[config.mk]
export PLATFORM = sky130hd
export DESIGN_NAME = bus_dev_port
export DESIGN_NICKNAME = d
export VERILOG_FILES = /design/src/rtl/bus_dev_port.sv
export SDC_FILE = /design/constraint.sdc
export NUM_CORES = 1
export LEC_CHECK = 0
export ABC_CLOCK_PERIOD_IN_PS = 7300
export BUFFER_PORTS_ARGS = -buffer_cell sky130_fd_sc_hd__buf_4
export CORE_ASPECT_RATIO = 1.25
export CORE_MARGIN = 1.5
export CORE_UTILIZATION = 64
export DETAILED_ROUTE_END_ITERATION = 12
export HOLD_SLACK_MARGIN = 0.1
export PLACE_DENSITY = 0.89
export SLEW_MARGIN = 20
export SYNTH_ARGS = -nofsm -noshare
export SYNTH_HDL_FRONTEND = slang
export SYNTH_SLANG_ARGS = --single-unit
[constraint.sdc]
create_clock -name clk -period 7.3 [get_ports clk]
set_input_delay 1.46 -clock clk [delete_from_list [all_inputs] [get_ports clk]]
set_output_delay 1.46 -clock clk [all_outputs]
set_load 0.01 [all_outputs]
[src/rtl/bus_dev_port.sv]
// rtl/bus_dev_port.sv - bus-side device endpoint: TX queue toward the arbiter, ID-filtered RX queue toward the host
module bus_dev_port #(
    parameter int          pckg_sz   = 16,
    parameter int          depth     = 8,
    parameter logic [7:0]  id        = 8'h00,
    parameter logic [7:0]  broadcast = 8'hFF
) (
    input  logic                         clk,
    input  logic                         reset,
    input  logic                         pop,
    output logic                         pndng,
    output logic [pckg_sz-1:0]           D_pop,
    input  logic                         push,
    input  logic [pckg_sz-1:0]           D_push,
    input  logic                         tx_wr,
    input  logic [pckg_sz-1:0]           tx_data,
    output logic                         tx_full,
    input  logic                         rx_rd,
    output logic [pckg_sz-1:0]           rx_data,
    output logic                         rx_empty,
    output logic [$clog2(depth+1)-1:0]   tx_cnt,
    output logic [$clog2(depth+1)-1:0]   rx_cnt,
    output logic [7:0]                   tx_ovf_cnt,
    output logic [7:0]                   rx_ovf_cnt,
    output logic [7:0]                   rx_flt_cnt,
    output logic                         pop_err
);

    localparam int aw = $clog2(depth);
    localparam int cw = $clog2(depth+1);
    localparam logic [cw-1:0] full_cnt = cw'(depth);

    // TX queue
    logic [pckg_sz-1:0] tx_mem [depth];
    logic [aw-1:0]      tx_rd_ptr;
    logic [aw-1:0]      tx_wr_ptr;
    logic               tx_push;
    logic               tx_take;
    logic               tx_drop;

    assign tx_full = (tx_cnt == full_cnt);
    assign pndng   = (tx_cnt != '0);
    assign D_pop   = pndng ? tx_mem[tx_rd_ptr] : '0;
    // A pop while full frees the head slot on the same edge, so the write can land there
    assign tx_push = tx_wr && (!tx_full || pop);
    assign tx_drop = tx_wr && tx_full && !pop;
    assign tx_take = pop && pndng;

    always_ff @(posedge clk) begin
        if (tx_push) begin
            tx_mem[tx_wr_ptr] <= tx_data;
        end
    end

    always_ff @(posedge clk or negedge reset) begin
        if (!reset) begin
            tx_rd_ptr  <= '0;
            tx_wr_ptr  <= '0;
            tx_cnt     <= '0;
            tx_ovf_cnt <= '0;
            pop_err    <= 1'b0;
        end else begin
            if (tx_push) begin
                tx_wr_ptr <= tx_wr_ptr + aw'(1);
            end
            if (tx_take) begin
                tx_rd_ptr <= tx_rd_ptr + aw'(1);
            end
            case ({tx_push, tx_take})
                2'b10:   tx_cnt <= tx_cnt + cw'(1);
                2'b01:   tx_cnt <= tx_cnt - cw'(1);
                default: tx_cnt <= tx_cnt;
            endcase
            if (tx_drop && tx_ovf_cnt != 8'hFF) begin
                tx_ovf_cnt <= tx_ovf_cnt + 8'd1;
            end
            if (pop && !pndng) begin
                pop_err <= 1'b1;
            end
        end
    end

    // RX queue
    logic [pckg_sz-1:0] rx_mem [depth];
    logic [aw-1:0]      rx_rd_ptr;
    logic [aw-1:0]      rx_wr_ptr;
    logic [7:0]         dest;
    logic               match;
    logic               rx_full;
    logic               rx_push;
    logic               rx_take;
    logic               rx_drop;
    logic               rx_rej;

    assign dest     = D_push[pckg_sz-1 -: 8];
    assign match    = (dest == id) || (dest == broadcast);
    assign rx_full  = (rx_cnt == full_cnt);
    assign rx_empty = (rx_cnt == '0);
    assign rx_data  = rx_empty ? '0 : rx_mem[rx_rd_ptr];
    assign rx_push  = push && match && (!rx_full || rx_rd);
    assign rx_drop  = push && match && rx_full && !rx_rd;
    assign rx_rej   = push && !match;
    assign rx_take  = rx_rd && !rx_empty;

    always_ff @(posedge clk) begin
        if (rx_push) begin
            rx_mem[rx_wr_ptr] <= D_push;
        end
    end

    always_ff @(posedge clk or negedge reset) begin
        if (!reset) begin
            rx_rd_ptr  <= '0;
            rx_wr_ptr  <= '0;
            rx_cnt     <= '0;
            rx_ovf_cnt <= '0;
            rx_flt_cnt <= '0;
        end else begin
            if (rx_push) begin
                rx_wr_ptr <= rx_wr_ptr + aw'(1);
            end
            if (rx_take) begin
                rx_rd_ptr <= rx_rd_ptr + aw'(1);
            end
            case ({rx_push, rx_take})
                2'b10:   rx_cnt <= rx_cnt + cw'(1);
                2'b01:   rx_cnt <= rx_cnt - cw'(1);
                default: rx_cnt <= rx_cnt;
            endcase
            if (rx_drop && rx_ovf_cnt != 8'hFF) begin
                rx_ovf_cnt <= rx_ovf_cnt + 8'd1;
            end
            if (rx_rej && rx_flt_cnt != 8'hFF) begin
                rx_flt_cnt <= rx_flt_cnt + 8'd1;
            end
        end
    end

endmodule

After elaboration in Yosys (flattened, before gate mapping) --
Memories as Yosys holds them, arrays and structs flattened. Cells that the tools add are included.
Word-level totals: logic and storage cells 70, flip-flop bits (word level) 45, input bits 38, memories kept 2, output and inout port bits 68, RAM bits 256
Memories:
- rx_mem | depth 8, width 16, rd ports 1, clocked after Yosys merged registers in 0, wr ports 1, RTL line 84 | logic [pckg_sz-1:0] rx_mem [depth];
- tx_mem | depth 8, width 16, rd ports 1, clocked after Yosys merged registers in 0, wr ports 1, RTL line 34 | logic [pckg_sz-1:0] tx_mem [depth];
Cells by class: add/sub/neg operators 11, equality and inequality tests 10, mux-type cells 8, reduce and logical (&&, ||, !) cells 29
Operators with widths (number):
- 16-bit two-way mux | 2
- 8-bit by 1-bit adder with 8-bit output, second input constant | 3
- 8-bit != test, second input constant | 3
- 4-bit case mux with 2 select lines | 2
- 1-bit logical AND | 14
- 3-bit by 1-bit adder with 3-bit output, second input constant | 4
- 4-bit by 1-bit adder with 4-bit output, second input constant | 2
- 4-bit == test, second input constant | 2
- 8-bit == test, second input constant | 1
- 8-bit logical NOT | 1
- 4-bit by 1-bit subtractor with 4-bit output, second input constant | 2
- 1-bit logical NOT | 7
- 2-bit by 1-bit == test with 1-bit output, second input constant | 2
- 2-bit == test, second input constant | 2
- 4-bit logical NOT | 1
- 1-bit two-way mux | 4
- 2-bit nonzero test | 2
- 4-bit nonzero test | 1
- 1-bit logical OR | 3

Logic depth before layout (Yosys ltp) --
Gate-level depths: netlist of run 1.
word-level depth 6, gate-level depth with buffers 12, depth with buffers taken out 11

Worst setup path before layout of run 1 --
Ideal clock, no wire load.
path type input-to-reg, start in D_push[12], end mem rx_mem[1][0] (enable), arrival 4.233 ns, path buffers 1, library setup time 0.436 ns, stages 5, data required time 6.864 ns, setup slack 2.631 ns, cell sequence or4_4 nor2_4 o211ai_1 buf_2 nor4b_1
On the way: cells in the longest elaborated chain, start to end 6, elaborated cells between the ends (all ways) 7, those cells by class 1 x eq/ne; 2 x mux; 4 x reduce/logical
RTL lines:
- from (decl) | RTL line 14 | input logic [pckg_sz-1:0] D_push,
- 8-bit == test / 8-bit logical NOT (equally long branches) | RTL line 96 | assign match = (dest == id) || (dest == broadcast);
- 1-bit logical OR * | RTL line 96
- 1-bit logical AND * (2 in a row) | RTL line 100 | assign rx_push = push && match && (!rx_full || rx_rd);
- 1-bit two-way mux * | RTL line 106 | if (rx_push) begin
- 1-bit two-way mux (not written as such) * | RTL line 107 | rx_mem[rx_wr_ptr] <= D_push;
- to (decl) | RTL line 84
Mark *: on every way between the ends. The rest lies on a longest branch, timed or not.

Final worst setup path of run 1 --
start reg rx_rd_ptr[1], end out rx_data[1]
On the way: cells in the longest elaborated chain, start to end 2
RTL lines:
- from (decl) | RTL line 85 | logic [aw-1:0] rx_rd_ptr;
- from (signal assigned) | RTL line 123 | rx_rd_ptr <= rx_rd_ptr + aw'(1);
- memory read 8 x 16 bit
- 16-bit two-way mux | RTL line 99 | assign rx_data = rx_empty ? '0 : rx_mem[rx_rd_ptr];
- to (decl) | RTL line 19 | output logic [pckg_sz-1:0] rx_data,
No other way between the ends.

==> flow_summary.json, run 1 <==
{
  "clock_path_buffers": 3,
  "r2r_slack_ns": 4.54,
  "via_per_inst": 6.199,
  "antenna_found_initial": 0,
  "numCtsBuffers": 28,
  "hold_class": "register to register",
  "synth_xor_area_frac": 0.02529,
  "place_congestion": 0.8337,
  "drive_gt1_frac": 0.3415,
  "crit_chain": "buf_4 > mux4_2 > mux2i_1 > nor2_1 > buf_4",
  "yosysSeqAreaShare": 0.7272,
  "critPathArrivalTime_ns": 2.54,
  "io_pins": 106,
  "core_area_sq_mm": 0.01864,
  "area_growth_syn_to_layout_pct": 18.23,
  "slew_viol_final": 0,
  "path_max_fanout": 22,
  "io_buffers": 105,
  "ant_nets": 0,
  "dp_hpwl_um": 15070,
  "wl_met2_um": 13520,
  "async_flop_share": 0.1495,
  "reg2reg_to": "tx_cnt[3]$_DFFE_PN0P_",
  "cp_slowest_cell": "dfrtp_1",
  "rsz0062_at_grt": "no",
  "cts-resized-gates": 0,
  "synth_top_family_by_area": "multiplexers",
  "ys_ff_latch": 301,
  "required_ns": 5.84,
  "whs_ns": 0.4666,
  "wire_per_inst_um": 24.01,
  "ff2ff_path_depth": 11,
  "p_total_w": 0.005518,
  "cts_max_level": 1,
  "worstHoldStart": "pop_err$_DFFE_PN0P_",
  "die_y_um": 156.9,
  "max_freq_ghz": 0.2501,
  "synth_area_sq_mm": 0.01212,
  "worst_slack_ns": 3.301,
  "vdd_drop_max_mv": 0.3108,
  "skew_ns": 0.008665,
  "syn_area_per_cell_sq_um": 19.06,
  "clk_pin_slew_worst_paths_ns": 0.07,
  "synth_cell_types": 44,
  "ys_warn_count": 0,
  "cts_sinks": 301,
  "fin_cells": 1011,
  "whs_path_depth": 1,
  "post-cts-setup-buffers": 0,
  "regToRegStartpoint": "tx_cnt[0]$_DFFE_PN0P_",
  "initial_core_util": 0.6502,
  "die_x_um": 126.1,
  "worst_hold_path.endpoint": "pop_err$_DFFE_PN0P_",
  "synth_edf_count": 256,
  "m1WireLength_um": 8844,
  "slew_headroom": 0.2835,
  "synth-compound-area-share": 0.008466,
  "layout.nets": 809,
  "cpMostUsedCell": "buf_4",
  "synthSimpleGateAreaFrac": 0.05534,
  "maxUsedRoutingLayer": "met4",
  "cts_tree": "yes",
  "setup-tns-final_ns": 0,
  "synthFlopType": "edfxtp_1",
  "placementRows": 56,
  "startpoint_type": "register",
  "worstSetupPathType": "register to primary output",
  "drtIter0Drc": 403,
  "die_area_sq_mm": 0.01978,
  "grt_pass1_vias": 6674,
  "synth_nets": 688,
  "slowest_delay_ns": 0.77,
  "synth_fa_ha_area_frac": 0.01507,
  "crit_path_end_kind": "primary output",
  "synth_cells": 636,
  "drc": 6,
  "first_pass_iters": 9,
  "grtUsageTotal": 0.2529,
  "diodes": 0,
  "synthMuxAreaShare": 0.1554,
  "vias": 6267,
  "period_share": 0.5478,
  "place_inst": 958,
  "p_leak_nw": 5.194,
  "cts_hold_buf": 0,
  "drv_cap": 0,
  "wl_um": 24270,
  "worst_skew_pair.late_latency_ns": 0.53,
  "finalSetupViolCount": 0,
  "hold_viol": 0,
  "cellPowerDensity_mw_per_mm2": 385.1,
  "status": "complete, but fails checks",
  "worst_slew_pin_slew_ns": 1.075,
  "grt_pass1_wl_um": 37530,
  "wl_met3_um": 1582,
  "grt_max_degree": 46,
  "layout_min_cycle_time_ns": 3.999,
  "root_buffer": "clkbuf_16",
  "fill_cells": 947,
  "pre_cts_ws_ns": 3.124,
  "grt_overflow": 0,
  "violations": "DRC"
}
[synthesized netlist by cell type, types with 2 or more instances]
master / n / area, sq um
nor2_1: 49 / 183.9
nand3_1: 4 / 20.02
dfrtp_1: 45 / 1126
nand2_1: 19 / 71.32
nand2b_1: 4 / 25.02
nor2b_1: 4 / 25.02
a21oi_1: 4 / 20.02
nor4b_1: 2 / 17.52
nor3_1: 11 / 55.05
ha_1: 13 / 162.7
buf_2: 8 / 40.04
mux2i_1: 34 / 340.3
nand4_1: 11 / 68.82
nand3b_1: 2 / 15.01
and3_1: 3 / 18.77
inv_1: 10 / 37.54
mux2_2: 9 / 101.4
o21a_1: 2 / 15.01
a21o_1: 2 / 15.01
buf_1: 4 / 15.01
xnor2_1: 13 / 113.9
nor4_1: 7 / 43.79
edfxtp_1: 256 / 7687
mux4_2: 64 / 1441
or4_4: 2 / 22.52
xor2_1: 22 / 192.7
clkbuf_1: 15 / 56.30
[worst max-delay path: cells and delay by family, from the launching register on]
kind,cells,cell delay [ns]
buf+inv,2,0.61
simple gates,1,0.08
flops,1,0.77
mux,2,0.53
[flip-flops by register name (all words and copies together), names as in the netlist]
name and cells:
rx_mem 128, tx_mem 128, rx_flt_cnt 8, rx_ovf_cnt 8
tx_ovf_cnt 8, rx_cnt 4, tx_cnt 4, rx_rd_ptr 3
rx_wr_ptr 3, tx_rd_ptr 3, tx_wr_ptr 3, pop_err 1
[power by group]
group | switching, W | internal, W
Sequential | 0.000342 | 0.00206
Clock | 0.000610 | 0.000951
Combinational | 0.000702 | 0.000850
[routing by layer]
| metal | vias to the layer above | GRT usage |
|---|---|---|
| met5 | - | 0 |
| met4 | 0 | 0.06076 |
| met3 | 31 | 0.04239 |
| met2 | 225 | 0.4801 |
| met1 | 3254 | 0.3025 |
| li1 | 2757 | - |
[kinds of logic after synthesis]
group	after synthesis
muxes	107
xor gates and xnor gates	35
adders and majority gates	14
and+or+nand+nor	127
AOI/OAI and AO/OA	13
DFF	301
buffers and inverters	39
[cell usage in the layout, fill, tap and decap left out, types with 5 or more instances in the layout]
master and count:
dfrtp_1 42, nor2_1 46, clkbuf_1 5, edfxtp_1 256, clkbuf_8 6, mux2i_1 34
nand4_1 11, mux2_2 9, inv_1 10, mux4_2 64, buf_4 118, nand2_1 19
ha_1 13, nor3_1 5, nor4_2 5, xnor2_1 13, xor2_1 22, clkbuf_16 30
[metrics by stage]
step	utilization	area, sq um
floorplan	-	12120
global route	0.7688	14330
CTS	0.7678	14310
finish	0.7688	14330
detailed placement	0.7134	13300
global placement	0.7133	13290
[cell type report]
class                   instances  area, sq um  area share
clock inverters                11        161.4     0.01126
well taps                     232        290.3     0.02026
clock buffers                  41        852.1     0.05947
flip-flops and latches        301         8822      0.6157
inverters                      11        41.29    0.002882
multi-input cells             296         3261      0.2276
repair buffers                119        900.9     0.06287
[worst max-delay path by stage]
stage	to	depth (start not counted)	startpoint
global route	D_pop[14]	4	tx_rd_ptr[0]$_DFFE_PN0P_
CTS	D_pop[11]	4	tx_rd_ptr[0]$_DFFE_PN0P_
detailed placement	rx_mem[1][6]$_DFFE_PP_	7	D_push[12]
floorplan	rx_mem[1][0]$_DFFE_PP_	5	D_push[12]
global placement	rx_mem[1][9]$_DFFE_PP_	7	D_push[12]
finish	rx_data[1]	5	rx_rd_ptr[1]$_DFFE_PN0P_
No activity file was read; power rests on OpenSTA's default activity.
==> inputs of run 2 (changes only) <==
--- a/config.mk
+++ b/config.mk
@@ -5,14 +5,15 @@
 export SDC_FILE = /design/constraint.sdc
 export NUM_CORES = 1
 export LEC_CHECK = 0
-export ABC_CLOCK_PERIOD_IN_PS = 7300
+export ABC_AREA = 1
+export ABC_CLOCK_PERIOD_IN_PS = 3700
 export BUFFER_PORTS_ARGS = -buffer_cell sky130_fd_sc_hd__buf_4
 export CORE_ASPECT_RATIO = 1.25
 export CORE_MARGIN = 1.5
-export CORE_UTILIZATION = 64
+export CORE_UTILIZATION = 60
 export DETAILED_ROUTE_END_ITERATION = 12
 export HOLD_SLACK_MARGIN = 0.1
-export PLACE_DENSITY = 0.89
+export PLACE_DENSITY = 0.84
 export SLEW_MARGIN = 20
 export SYNTH_ARGS = -nofsm -noshare
 export SYNTH_HDL_FRONTEND = slang
==> constraint.sdc (replaced) <==
create_clock -name clk -period 3.7 [get_ports clk]
set_input_delay 0.74 -clock clk [delete_from_list [all_inputs] [get_ports clk]]
set_output_delay 0.74 -clock clk [all_outputs]
set_load 0.01 [all_outputs]
==> run 2 against run 1 <==
The run now ends clean. Via count increased by 39%. Sequential share of layout area decreased by 2.0 points. Final cell count rose by 50%. Combinational power grew to 2.5 times the previous value. Power rose by 100%. Count of clock-buffer cells in the layout down 8. Sequential cell count did not move. Sequential power is 76% higher. Design area rose by 3.2%.
==> flow_summary.json, run 2 <==
{
  "clk_pin_slew_worst_paths_ns": 0.06,
  "synth_edf_count": 256,
  "die_y_um": 165.6,
  "cts_max_level": 1,
  "wl_met3_um": 1502,
  "synth_cells": 1113,
  "synth_nets": 1165,
  "grtUsageTotal": 0.2467,
  "pwr-share-comb": 0.351,
  "finalSetupViolCount": 0,
  "first_pass_iters": 6,
  "cts-resized-gates": 0,
  "yosysSeqAreaShare": 0.6943,
  "initial_core_util": 0.6098,
  "drv_cap": 0,
  "grt_pass1_wl_um": 42920,
  "worst_skew_pair.late_latency_ns": 0.56,
  "p_int_w": 0.007246,
  "ys_warn_count": 0,
  "drc": 0,
  "critPathArrivalTime_ns": 2.50,
  "wire_per_inst_um": 17.87,
  "slowest_delay_ns": 0.48,
  "final_area_sq_mm": 0.01479,
  "antenna_found_initial": 0,
  "maxUsedRoutingLayer": "met4",
  "cp_slowest_cell": "inv_1",
  "vdd_drop_max_mv": 0.6483,
  "cts_hold_buf": 0,
  "startpoint_type": "register",
  "worst_slew_pin_slew_ns": 0.7031,
  "p_leak_nw": 5.709,
  "m1WireLength_um": 10450,
  "die_x_um": 133.1,
  "grt_max_degree": 66,
  "cts_sinks": 301,
  "ant_nets": 0,
  "setup-tns-final_ns": 0,
  "pwr-share-seq": 0.380,
  "layout_min_cycle_time_ns": 3.237,
  "cellPowerDensity_mw_per_mm2": 753.7,
  "final_common_cell": "nor2_1",
  "io_pins": 106,
  "io_buffers": 105,
  "dp_hpwl_um": 15690,
  "drive_gt1_frac": 0.1532,
  "synth.most_common_cell": "nor2_1",
  "synth_top_area_frac": 0.6056,
  "synth_area_sq_mm": 0.01269,
  "hold_viol": 0,
  "crit_chain": "inv_1 > buf_4 > o21ai_0 > o22ai_1 > nor2_1 > nor2_1 > buf_4",
  "area_growth_syn_to_layout_pct": 16.50,
  "diodes": 0,
  "max_freq_ghz": 0.3090,
  "power_frac_clock": 0.269,
  "switching_share": 0.3499,
  "core_area_sq_mm": 0.02082,
  "mostFrequentLayoutCells": "266 x nor2_1, 256 x edfxtp_1, 148 x nand2_1",
  "period_share": 0.8748,
  "regToRegStartpoint": "rx_cnt[0]$_DFFE_PN0P_",
  "grt_pass1_vias": 8613,
  "place_inst": 1467,
  "place_congestion": 0.8430,
  "synth_common_cells": "266 x nor2_1, 256 x edfxtp_1, 148 x nand2_1, 135 x o21ai_0, 45 x dfrtp_1",
  "clock_path_buffers": 3,
  "slew_headroom": 0.5307,
  "ys_ff_latch": 301,
  "numCtsBuffers": 29,
  "path_max_fanout": 24,
  "vias": 8723,
  "cts_tree": "yes",
  "syn_area_per_cell_sq_um": 11.41,
  "p_switching_w": 0.003900,
  "root_buffer": "clkbuf_16",
  "reg2reg_to": "rx_cnt[2]$_DFFE_PN0P_",
  "rsz0062_at_grt": "no",
  "post-cts-setup-buffers": 0,
  "slew_viol_final": 0,
  "wl_met2_um": 14320,
  "synth.area.top_cells": "edfxtp_1 61%, dfrtp_1 8.9%, nor2_1 7.9%",
  "async_flop_share": 0.1495,
  "yosysTopAreaCell": "edfxtp_1",
  "via_per_inst": 5.735,
  "layout.nets": 1276,
  "crit_path_end_kind": "primary output",
  "status": "finished clean",
  "synthFlopType": "edfxtp_1",
  "wl_um": 27170,
  "r2r_slack_ns": 1.30,
  "top_regs": "rx_mem (128), tx_mem (128)",
  "grt_overflow": 0,
  "synth_cell_types": 34,
  "required_ns": 2.96,
  "hold_class": "input port to async pin",
  "fin_cells": 1521,
  "skew_ns": 0.02801,
  "die_area_sq_mm": 0.02204,
  "placed_area_sq_mm": 0.01381,
  "placementRows": 59,
  "ff2ff_path_depth": 11,
  "drtIter0Drc": 759,
  "worstSetupPathType": "register to primary output"
}
## run 2: changes by cell type in the layout (fill, tap and decap cells not counted), moves of 32 or more
| cell | change |
|---|---|
| nor2_1 | +220 |
| o21ai_0 | +134 |
| mux4_2 | -64 |
| mux2i_1 | -34 |
| nand2_1 | +129 |
| o22ai_1 | +32 |
## run 2: per-layer routing
metal,global-route usage,vias to the layer above
met5,0,-
met4,0.1078,0
met3,0.03183,78
met2,0.4452,331
met1,0.2962,4200
li1,-,4114
## run 2: worst max-delay path: cells and delay by family, from the launching register on
family | cells | cell delay [ns]
simple gates | 2 | 0.24
flops | 1 | 0.42
compound gates | 2 | 0.28
buf+inv | 3 | 1.01
## run 2: how the worst max path moves through the flow
stage	startpoint	to	slack, ns	cells after the start
after CTS	rx_rd_ptr[0]$_DFFE_PN0P_	rx_data[3]	0.47	8
after global routing	rx_rd_ptr[0]$_DFFE_PN0P_	rx_data[3]	0.32	8
final	tx_rd_ptr[0]$_DFFE_PN0P_	D_pop[8]	0.46	7
after detailed placement	D_push[8]	rx_cnt[2]$_DFFE_PN0P_	0.87	11
after floorplan	D_push[15]	rx_mem[0][0]$_DFFE_PP_	1.21	5
after global placement	D_push[8]	rx_cnt[2]$_DFFE_PN0P_	0.95	11
## run 2: metrics by stage
| step | hold slack, ns | total power, W | setup WS [ns] | util |
|---|---|---|---|---|
| finish | 0.1911 | 0.01115 | 0.4633 | 0.7104 |
| global route | 0.2441 | 0.01175 | 0.3183 | 0.7104 |
| CTS | 0.2084 | 0.01118 | 0.4721 | 0.7104 |
| detailed placement | 0.4735 | 0.008154 | 0.8680 | 0.6632 |
| global placement | 0.4727 | 0.008025 | 0.9500 | 0.6632 |
| floorplan | 0.4444 | 0.006700 | 1.207 | - |
## run 2: layout make-up
| cell class | count | area [sq um] |
|---|---|---|
| Clock buffer | 33 | 750.7 |
| Clock inverter | 21 | 232.7 |
| Fill cell | 1403 | 6028 |
| Inverter | 43 | 161.4 |
| Multi-Input combinational cell | 716 | 3463 |
| Sequential cell | 301 | 8815 |
| Tap cell | 274 | 342.8 |
| Timing Repair Buffer | 133 | 1023 |
## run 2: power by group through the flow
stage	Sequential, W	Clock (W)	Combinational, W
2_1_floorplan	0.00427	0	0.00243
3_3_place_gp	0.00429	0	0.00373
3_5_place_dp	0.00430	0	0.00385
4_1_cts	0.00423	0.00303	0.00391
5_1_grt	0.00427	0.00316	0.00433
6_report	0.00423	0.00300	0.00391
## run 2: cell families (layout without fill, tap and decap cells)
logic type / Yosys count / in the layout / share of synthesized area
adder cells (fa/ha/maj): 14 / 14 / 0.01439
AND/OR/NAND/NOR: 469 / 469 / 0.1489
buffers and inverters: 96 / 230 / 0.03292
XOR/XNOR: 25 / 25 / 0.01725
AO/OA/AOI/OAI: 208 / 208 / 0.09225
flip-flops: 301 / 301 / 0.6943
==> inputs of run 3 (changes only) <==
--- a/config.mk
+++ b/config.mk
@@ -8,7 +8,7 @@
 export ABC_AREA = 1
 export ABC_CLOCK_PERIOD_IN_PS = 3700
 export BUFFER_PORTS_ARGS = -buffer_cell sky130_fd_sc_hd__buf_4
-export CORE_ASPECT_RATIO = 1.25
+export CORE_ASPECT_RATIO = 1.75
 export CORE_MARGIN = 1.5
 export CORE_UTILIZATION = 60
 export DETAILED_ROUTE_END_ITERATION = 12
==> run 3 against run 2 <==
Maximum frequency rose by 4.8%. Core utilization fell by 1.2 points. Sequential share of layout area rose by 0.94 points. Power fell by 4.1%. Sequential power barely moved. Design area fell by 1.5%. Highest routed layer unchanged.
==> flow_summary.json, run 3 (same netlist as run 2, synthesis figures left out) <==
{
  "status": "finished clean",
  "mostFrequentLayoutCells": "266 x nor2_1, 256 x edfxtp_1, 148 x nand2_1",
  "fill_cells": 1409,
  "layout_min_cycle_time_ns": 3.087,
  "rsz0062_at_grt": "no",
  "grtUsageTotal": 0.2439,
  "path_max_fanout": 41,
  "clk_pin_slew_worst_paths_ns": 0.07,
  "top_regs": "rx_mem (128), tx_mem (128)",
  "cts_hold_buf": 0,
  "final_area_sq_mm": 0.01456,
  "core_area_sq_mm": 0.02085,
  "slew_viol_final": 0,
  "period_share": 0.8344,
  "vias": 8629,
  "area_growth_syn_to_layout_pct": 14.72,
  "place_congestion": 0.8065,
  "critPathArrivalTime_ns": 2.35,
  "first_pass_iters": 4,
  "initial_core_util": 0.6090,
  "placementRows": 70,
  "vdd_drop_max_mv": 0.6395,
  "grt_max_degree": 66,
  "finalSetupViolCount": 0,
  "required_ns": 2.96,
  "drv_cap": 0,
  "hold_class": "input port to async pin",
  "drc": 0,
  "die_area_sq_mm": 0.02207,
  "layout.nets": 1270,
  "grt_overflow": 0,
  "whs_ns": 0.2167,
  "dp_hpwl_um": 16590,
  "grt_pass1_wl_um": 41990,
  "antenna_found_initial": 0,
  "wl_um": 27110,
  "numCtsBuffers": 25,
  "cts_tree": "yes",
  "diodes": 0,
  "max_freq_ghz": 0.3239,
  "placed_area_sq_mm": 0.01376,
  "post-cts-setup-buffers": 0,
  "drive_gt1_frac": 0.1455,
  "crit_path_end_kind": "primary output",
  "root_buffer": "clkbuf_16",
  "p_leak_nw": 5.608,
  "setup-tns-final_ns": 0,
  "via_per_inst": 5.795,
  "cellPowerDensity_mw_per_mm2": 733.7,
  "grt_pass1_vias": 8502,
  "wire_per_inst_um": 18.20,
  "worst_skew_pair.late_latency_ns": 0.53,
  "startpoint_type": "register",
  "io_pins": 106,
  "die_y_um": 195.4,
  "die_x_um": 113.0,
  "drtIter0Drc": 557,
  "ant_nets": 0,
  "clock_path_buffers": 3,
  "hold_viol": 0,
  "worstSetupPathType": "register to primary output",
  "skew_ns": 0.008925,
  "worst_slew_pin_slew_ns": 0.7133,
  "cts_max_level": 1,
  "cts-resized-gates": 0,
  "fin_cells": 1489,
  "final_common_cell": "nor2_1",
  "cts_sinks": 301,
  "slew_headroom": 0.5245,
  "io_buffers": 105,
  "place_inst": 1443
}
-- run 3: report_power, final --
group,leakage [nW],internal [W],total (W),switching (W)
registers,2.89,0.00401,0.00420,0.000194
clock network,0.385,0.00143,0.00256,0.00113
logic,2.33,0.00148,0.00392,0.00244
total,5.61,0.00692,0.0107,0.00376
-- run 3: stage by stage --
step           utilization  setup WS [ns]  power (W)
2_1_floorplan            -          1.207   0.006700
3_3_place_gp        0.6603         0.8970   0.008045
3_5_place_dp        0.6603         0.7960   0.008165
4_1_cts             0.6986         0.5722    0.01074
5_1_grt             0.6986         0.4080    0.01126
6_report            0.6986         0.6126    0.01068
-- run 3: path summary, 6_finish.rpt --
kind                                               start                         to  slack (ns)  cells past startpoint
worst max-delay path            rx_rd_ptr[0]$_DFFE_PN0P_                 rx_data[2]        0.61                      7
worst min-delay path                               reset  tx_ovf_cnt[0]$_DFFE_PN0P_        0.22                      1
worst max register to register     tx_cnt[0]$_DFFE_PN0P_      tx_cnt[3]$_DFFE_PN0P_        1.00                     12
worst min register to register       pop_err$_DFFE_PN0P_        pop_err$_DFFE_PN0P_        0.52                      1
max in group asynchronous                          reset   tx_rd_ptr[0]$_DFFE_PN0P_        3.05                      1
min in group clk                              tx_data[7]     tx_mem[6][7]$_DFFE_PP_        0.44                      1
-- run 3: critical path, stage by stage, from the launching register on --
cell,delay [ns]
dfrtp_2,0.42
inv_2,0.51
buf_12,0.25
o21ai_0,0.13
o211ai_1,0.11
nand2_1,0.10
nor2_1,0.15
buf_4,0.14
-- run 3: per-layer routing --
metal	routed length (um)	track usage
met3	1531	0.03011
met5	0	0
met1	9417	0.2582
met4	1064	0.1153
met2	15090	0.4715
-- run 3: final cells by class --
| class | instances | area, sq um | area share |
|---|---|---|---|
| clock buffer | 33 | 675.6 | 0.04640 |
| clock inverter | 13 | 122.6 | 0.008420 |
| inverter | 43 | 161.4 | 0.01108 |
| multi-input combinational | 716 | 3463 | 0.2378 |
| sequential | 301 | 8816 | 0.6054 |
| tap | 252 | 315.3 | 0.02165 |
| timing repair buffer | 131 | 1008 | 0.06925 |
